<file path="config.mk">
export PLATFORM = sky130hd
export DESIGN_NAME = time_display_driver
export DESIGN_NICKNAME = d
export VERILOG_FILES = /design/src/rtl/time_display_driver.sv
export SDC_FILE = /design/constraint.sdc
export NUM_CORES = 1
export LEC_CHECK = 0
export CORE_MARGIN = 1.5
export CORE_UTILIZATION = 50
export DETAILED_ROUTE_END_ITERATION = 6
export PLACE_DENSITY = 0.7
export REMOVE_ABC_BUFFERS = 1
export SLEW_MARGIN = 15
export SYNTH_ARGS = -nofsm -noshare
export SYNTH_HDL_FRONTEND = slang
export SYNTH_SLANG_ARGS = --single-unit
</file>
<file path="constraint.sdc">
create_clock -name clk -period 3.9 [get_ports clk]
set_clock_uncertainty 0.15 [all_clocks]
set_input_delay 0.39 -clock clk [delete_from_list [all_inputs] [get_ports clk]]
set_output_delay 0.39 -clock clk [all_outputs]
set_load 0.005 [all_outputs]
</file>
<file path="src/rtl/time_display_driver.sv">
// Converts a seconds count to HH:MM:SS on six active-low 7-segment digits using
// an iterative subtract FSM (no dividers), with per-field 1 Hz blink blanking.
module time_display_driver #(
  parameter int MAX_SEC    = 86399,
  parameter int BLINK_HALF = 25000000
) (
  input  logic        clk,
  input  logic        rst,
  input  logic [16:0] sec_in,
  input  logic        blink_hr,
  input  logic        blink_min,
  input  logic        blink_sec,
  output logic [6:0]  hex5,
  output logic [6:0]  hex4,
  output logic [6:0]  hex3,
  output logic [6:0]  hex2,
  output logic [6:0]  hex1,
  output logic [6:0]  hex0,
  output logic        busy,
  output logic        ovr
);

  typedef enum logic [2:0] {S_IDLE, S_HRS, S_MINS, S_TENS, S_LOAD} state_e;

  localparam logic [16:0] MAX_V      = 17'(MAX_SEC);
  localparam int          CW         = (BLINK_HALF > 1) ? $clog2(BLINK_HALF) : 1;
  localparam logic [CW-1:0] BLINK_LAST = CW'(BLINK_HALF - 1);
  localparam logic [6:0]  BLANK      = 7'h7F;

  state_e            state_q, state_d;
  logic [16:0]       last_val_q, last_val_d;
  logic [16:0]       rem_q, rem_d;
  logic [4:0]        hrs_q, hrs_d;
  logic [5:0]        mins_q, mins_d;
  logic [5:0]        secs_q, secs_d;
  logic              ovr_pending_q, ovr_pending_d;
  logic              ovr_q, ovr_d;
  // Digit index 5..0 = hour tens/units, minute tens/units, second tens/units.
  logic [5:0][3:0]   work_q, work_d;
  logic [5:0][3:0]   disp_q, disp_d;
  logic [CW-1:0]     blink_cnt_q, blink_cnt_d;
  logic              phase_q, phase_d;

  // Every state update happens on the falling edge of clk.
  always_ff @(negedge clk or negedge rst) begin
    if (!rst) begin
      state_q       <= S_IDLE;
      last_val_q    <= '0;
      rem_q         <= '0;
      hrs_q         <= '0;
      mins_q        <= '0;
      secs_q        <= '0;
      ovr_pending_q <= 1'b0;
      ovr_q         <= 1'b0;
      work_q        <= '0;
      disp_q        <= '0;
      blink_cnt_q   <= '0;
      phase_q       <= 1'b0;
    end else begin
      // NOTE: non-blocking here so every flop samples the pre-edge values of the others.
      state_q       <= state_d;
      last_val_q    <= last_val_d;
      rem_q         <= rem_d;
      hrs_q         <= hrs_d;
      mins_q        <= mins_d;
      secs_q        <= secs_d;
      ovr_pending_q <= ovr_pending_d;
      ovr_q         <= ovr_d;
      work_q        <= work_d;
      disp_q        <= disp_d;
      blink_cnt_q   <= blink_cnt_d;
      phase_q       <= phase_d;
    end
  end

  always_comb begin
    // NOTE: hold-by-default assignments first, so no branch can infer a latch.
    state_d       = state_q;
    last_val_d    = last_val_q;
    rem_d         = rem_q;
    hrs_d         = hrs_q;
    mins_d        = mins_q;
    secs_d        = secs_q;
    ovr_pending_d = ovr_pending_q;
    ovr_d         = ovr_q;
    work_d        = work_q;
    disp_d        = disp_q;

    case (state_q)
      S_IDLE: begin
        if (sec_in != last_val_q) begin
          last_val_d    = sec_in;
          ovr_pending_d = (sec_in > MAX_V);
          rem_d         = (sec_in > MAX_V) ? MAX_V : sec_in;
          hrs_d         = '0;
          mins_d        = '0;
          work_d        = '0;
          state_d       = S_HRS;
        end
      end
      S_HRS: begin
        if (rem_q >= 17'd3600) begin
          rem_d = rem_q - 17'd3600;
          hrs_d = hrs_q + 5'd1;
        end else begin
          state_d = S_MINS;
        end
      end
      S_MINS: begin
        if (rem_q >= 17'd60) begin
          rem_d  = rem_q - 17'd60;
          mins_d = mins_q + 6'd1;
        end else begin
          secs_d  = rem_q[5:0];
          state_d = S_TENS;
        end
      end
      S_TENS: begin
        if ((hrs_q >= 5'd10) || (mins_q >= 6'd10) || (secs_q >= 6'd10)) begin
          if (hrs_q >= 5'd10) begin
            hrs_d     = hrs_q - 5'd10;
            work_d[5] = work_q[5] + 4'd1;
          end
          if (mins_q >= 6'd10) begin
            mins_d    = mins_q - 6'd10;
            work_d[3] = work_q[3] + 4'd1;
          end
          if (secs_q >= 6'd10) begin
            secs_d    = secs_q - 6'd10;
            work_d[1] = work_q[1] + 4'd1;
          end
        end else begin
          work_d[4] = hrs_q[3:0];
          work_d[2] = mins_q[3:0];
          work_d[0] = secs_q[3:0];
          state_d   = S_LOAD;
        end
      end
      S_LOAD: begin
        disp_d  = work_q;
        ovr_d   = ovr_pending_q;
        state_d = S_IDLE;
      end
      default: state_d = S_IDLE;
    endcase
  end

  always_comb begin
    blink_cnt_d = blink_cnt_q;
    phase_d     = phase_q;
    if (!(blink_hr || blink_min || blink_sec)) begin
      blink_cnt_d = '0;
      phase_d     = 1'b0;
    end else if (blink_cnt_q == BLINK_LAST) begin
      blink_cnt_d = '0;
      phase_d     = ~phase_q;
    end else begin
      blink_cnt_d = blink_cnt_q + 1'b1;
    end
  end

  function automatic logic [6:0] seg7(input logic [3:0] d);
    case (d)
      4'd0:    seg7 = 7'h40;
      4'd1:    seg7 = 7'h79;
      4'd2:    seg7 = 7'h24;
      4'd3:    seg7 = 7'h30;
      4'd4:    seg7 = 7'h19;
      4'd5:    seg7 = 7'h12;
      4'd6:    seg7 = 7'h02;
      4'd7:    seg7 = 7'h78;
      4'd8:    seg7 = 7'h00;
      4'd9:    seg7 = 7'h10;
      default: seg7 = BLANK;
    endcase
  endfunction

  assign hex5 = (blink_hr  && phase_q) ? BLANK : seg7(disp_q[5]);
  assign hex4 = (blink_hr  && phase_q) ? BLANK : seg7(disp_q[4]);
  assign hex3 = (blink_min && phase_q) ? BLANK : seg7(disp_q[3]);
  assign hex2 = (blink_min && phase_q) ? BLANK : seg7(disp_q[2]);
  assign hex1 = (blink_sec && phase_q) ? BLANK : seg7(disp_q[1]);
  assign hex0 = (blink_sec && phase_q) ? BLANK : seg7(disp_q[0]);

  assign busy = (state_q != S_IDLE);
  assign ovr  = ovr_q;

endmodule

</file>
## Word-level counts from Yosys, hierarchy flattened

Memory sizes are Yosys's and may differ from the RTL's.
Index checks and enable logic that the tools add are counted.

| word-level totals | value |
|---|---|
| bits in registers | 130 |
| ROM bits | 672 |
| input bits | 22 |
| logic and storage cells | 132 |
| memories | 6 |

Memories:

| name | depth | bits a word | rd ports | clocked after Yosys merged registers in | wr ports | RTL line | text |
|---|---|---|---|---|---|---|---|
| (no name shown) | 16 | 7 | 1 | 0 | 0 | 163 | `case (d)` |
| (no name shown) | 16 | 7 | 1 | 0 | 0 | 163 |  |
| (no name shown) | 16 | 7 | 1 | 0 | 0 | 163 |  |
| (no name shown) | 16 | 7 | 1 | 0 | 0 | 163 |  |
| (no name shown) | 16 | 7 | 1 | 0 | 0 | 163 |  |
| (no name shown) | 16 | 7 | 1 | 0 | 0 | 163 |  |

| operators by class | value |
|---|---|
| add/subtract/negate cells | 11 |
| $lt $le $gt $ge | 6 |
| eq/ne operators | 17 |
| mux-type cells | 45 |
| bitwise gates (word level) | 1 |
| reduce and logical (&&, ||, !) cells | 24 |

Operators by type and width:

| cell | count |
|---|---|
| $mux W17 | 4 |
| $pmux W17 S3 | 1 |
| $mux W25 | 2 |
| $pmux W24 S2 | 1 |
| $mux W6 | 7 |
| $mux W7 | 6 |
| $mux W4 | 9 |
| $add A25 B1 Y25 const B | 1 |
| $eq A25 B25 Y1 const B | 1 |
| $mux W24 | 1 |
| $reduce_and A4 Y1 | 6 |
| $mux W5 | 4 |
| $ne A2 B2 Y1 const B | 10 |
| $pmux W6 S3 | 1 |
| $ge A17 B12 Y1 const B | 1 |
| $ge A17 B6 Y1 const B | 1 |
| $gt A17 B17 Y1 const B | 1 |
| $ne A17 B17 Y1 | 1 |
| $sub A17 B12 Y17 const B | 1 |
| $sub A17 B6 Y17 const B | 1 |
| $pmux W5 S3 | 1 |
| $add A4 B1 Y4 const B | 3 |
| $ge A6 B4 Y1 const B | 2 |
| $mux W3 | 4 |
| 21 further kinds | 34 |

## Longest topological paths before layout

| logic depth | value |
|---|---|
| word-level depth | 5 |
| mapped depth | 9 |
| gate-level depth less buffers | 8 |

==> out/qor.yml <==
placement:
  io_buffers: 65
  gp_congestion: 0.897
  dp_hpwl_microns: 14800
  pre_cts_ws_ps: -813
  placed_cell_area_sq_mm: 0.00991
  place_inst: 1300
global_route:
  grt_overflow: 0
  grt_pass1_wl_microns: 38000
  grt.total_usage: 0.270
  grt_max_degree: 38
  antenna_found_initial: 0
  grt_pass1_vias: 7571
synthesis:
  synth-seq-cells: 130
  yosysSeqAreaShare: 0.391
  synth.distinct_cells: 73
  avgSynthCellArea_sq_um: 8.65
  dominantRegCellSynth: "dfrtn_1"
  yosysWarnings: 0
  synthesis.area_sq_mm: 0.00831
  synthArstFlopShare: 1.00
  syn_inst: 961
  synth_edf_count: 0
sta:
  relSlewSlack: 0.433
  fin_ws_ps: -237
  slew_violations: 0
  setup_viol: 48
  rsz0062_at_grt: "yes"
  worst_pin_slew_ps: 847
  hold_viol_final: 0
outcome:
  violations: "setup timing"
  status: "complete, but fails checks"
floorplanning:
  dieArea_sq_mm: 0.0174
  rows: 46
  die_h_microns: 132
  die_w_microns: 132
  core-area_sq_mm: 0.0161
  initial_core_util: 0.518
  ioPinCount: 66
power_and_ir_drop:
  irDropWorstVdd_uv: 422
  leakage_uw: 0.00538
  power_density_mw_per_mm2: 530
  p_total_uw: 6180
critical_path:
  slowest_stage: "dfrtn_1"
  critPathArrivalTime_ps: 3600
  crit_fanout: 3
  crit_type: "reg2out"
  cp-start-kind: "flip-flop"
  path_cells: "inv_2 -> ha_4 -> nand2_1 -> o21ai_1 -> o211ai_1 -> buf_2"
  slowest_delay_ps: 480
  critPathRequiredTime_ps: 3360
  cp-end-kind: "primary output"
clock_tree:
  cts-root-buf: "clkbuf_16"
  clk_latency_ps: 400
  cts_tree: "done"
  clk_path_buf_depth: 2
  cts_hold_repair.buffers: 0
  cts_sinks: 130
  numCtsBuffers: 17
  clk_pin_slew_worst_paths_ps: 40
  cts_max_level: 4
drt:
  ant_nets: 0
  drt_iter0_drc: 558
  drc: 0
  vias: 7838
  postRouteWirelength_microns: 23800
  viasPerCell: 5.68
  wl_per_cell_microns: 17.3
  first_pass_iters: 5
layout:
  final_cell_area_sq_mm: 0.0117
  num_antenna_cells: 0
  n_fill_cell: 1121
  nets: 1225
  layoutNonFillerInstCount: 1381
  area_delta_synth_final_pct: 40.2
  drive_gt1_frac: 0.363
  final_core_util: 0.726
job:
  max-cap-violations: 0
worst_hold_path:
  hp-class: "reg2reg"
## critical path, delay by kind of cell (launching register included)
family          cells  cell delay (ps)
flops               1              480
fa+ha+maj           1              170
compound gates      2              290
simple gates        1               80
buf+inv             2              240
## routing by layer
layer | global-route usage | share of wire | routed length (microns) | up-vias
met5 | 0 | 0 | 0 | -
met4 | 0.0981 | 0.022 | 520 | 0
met3 | 0.0461 | 0.045 | 1070 | 39
met2 | 0.445 | 0.50 | 11900 | 239
met1 | 0.357 | 0.44 | 10400 | 3795
li1 | - | - | - | 3765
## area by class of cell
| type | instances | area (sq um) | area share |
|---|---|---|---|
| flip-flops and latches | 130 | 3250 | 0.279 |
| multi-input cells | 732 | 5520 | 0.473 |
| clock buffers | 24 | 472 | 0.0405 |
| well taps | 216 | 270 | 0.0232 |
| repair buffers | 226 | 1910 | 0.164 |
| clock inverters | 5 | 56.3 | 0.00483 |
| inverters | 48 | 180 | 0.0155 |
## worst paths after layout
kind,from,to,slack [ps],cells past startpoint
setup / recovery,disp_q[12],hex3[4],-240,6
hold / removal,blink_cnt_q[0],blink_cnt_q[0],260,1
setup reg to reg,rem_q[12],rem_q[5],1190,6
hold reg to reg,blink_cnt_q[0],blink_cnt_q[0],260,1
max in group asynchronous,rst,last_val_q[6],1430,2
min in group asynchronous,rst,work_q[0],1580,1
## per-stage QoR
stage                     hold slack, ps  TNS (ps)
after floorplan                      229    -30350
after detailed placement             267    -49860
after global routing                 281     -7660
after CTS                            262     -2680
after global placement               245    -46870
final                                261     -4690
## cells in the mapped netlist, drive strengths merged (5+ instances only)
library cell | number | area (sq um)
mux2i | 14 | 140
and4 | 5 | 43.8
o31ai | 6 | 45.0
a31oi | 15 | 93.8
clkbuf | 40 | 151
xnor2 | 28 | 245
a21oi | 55 | 275
or3 | 8 | 50.1
inv | 48 | 180
a21o | 5 | 37.5
nor3b | 8 | 60.1
and2 | 9 | 56.3
nand2b | 11 | 68.8
mux2 | 20 | 236
ha | 48 | 601
o21ai | 99 | 507
nand4 | 11 | 68.8
nor2b | 9 | 58.8
xor2 | 23 | 201
nand3 | 36 | 185
nor3 | 18 | 100
nor4 | 7 | 80.1
dfrtn | 130 | 3250
o211ai | 9 | 72.6
o22ai | 9 | 56.3
nand2 | 147 | 559
buf | 11 | 90.1
nor2 | 74 | 278
## cells by family (layout without fill, tap and decap cells)
group           Yosys count  in the layout  share of synthesized area
flops                   130            130                      0.391
buf+inv                  99            303                     0.0507
simple gates            355            355                      0.205
fa+ha+maj                48             48                     0.0722
xor+xnor                 51             51                     0.0537
compound gates          244            244                      0.182
mux                      34             34                     0.0453
## where the power goes
part           switching [uW]  internal [uW]
Sequential                439           1690
Clock                     564            896
Combinational            1410           1190
## timing repair
action                     4_1_cts  5_1_grt
gates resized for setup        403      100
setup buffers                   37       19
setup endpoints to repair      113       96
cloned                           2        0
pin swaps                       83       62
## cell usage in the layout, fill, tap and decap left out, types with 6 or more instances in the layout
master     instances
nand2_1          130
dfrtn_1          130
buf_4            105
nor2_1            68
o21ai_0           52
buf_6             49
buf_2             47
a21oi_1           43
nand3_1           35
inv_1             32
o21ai_1           29
ha_4              26
xor2_1            20
xnor2_1           19
ha_1              18
clkbuf_16         17
inv_2             16
o21ai_2           16
mux2_2            16
nor3_1            14
mux2i_1           13
a31oi_1           13
a21oi_2           12
nand4_1           11
nand2_2           11
xnor2_2            9
o211ai_1           8
o22ai_1            8
buf_12             8
or3_1              7
and2_4             7
nor3b_2            7
nor2_2             6
nand2b_4           6
o31ai_1            6
## registers in the layout, indices dropped and copies added (netlist names), 3 cells and up
name and flops:
blink_cnt_q 25, disp_q 24, work_q 24, last_val_q 17
rem_q 17, mins_q 6, secs_q 6, hrs_q 5
state_q 3
Power figures use the tool's default switching activity.
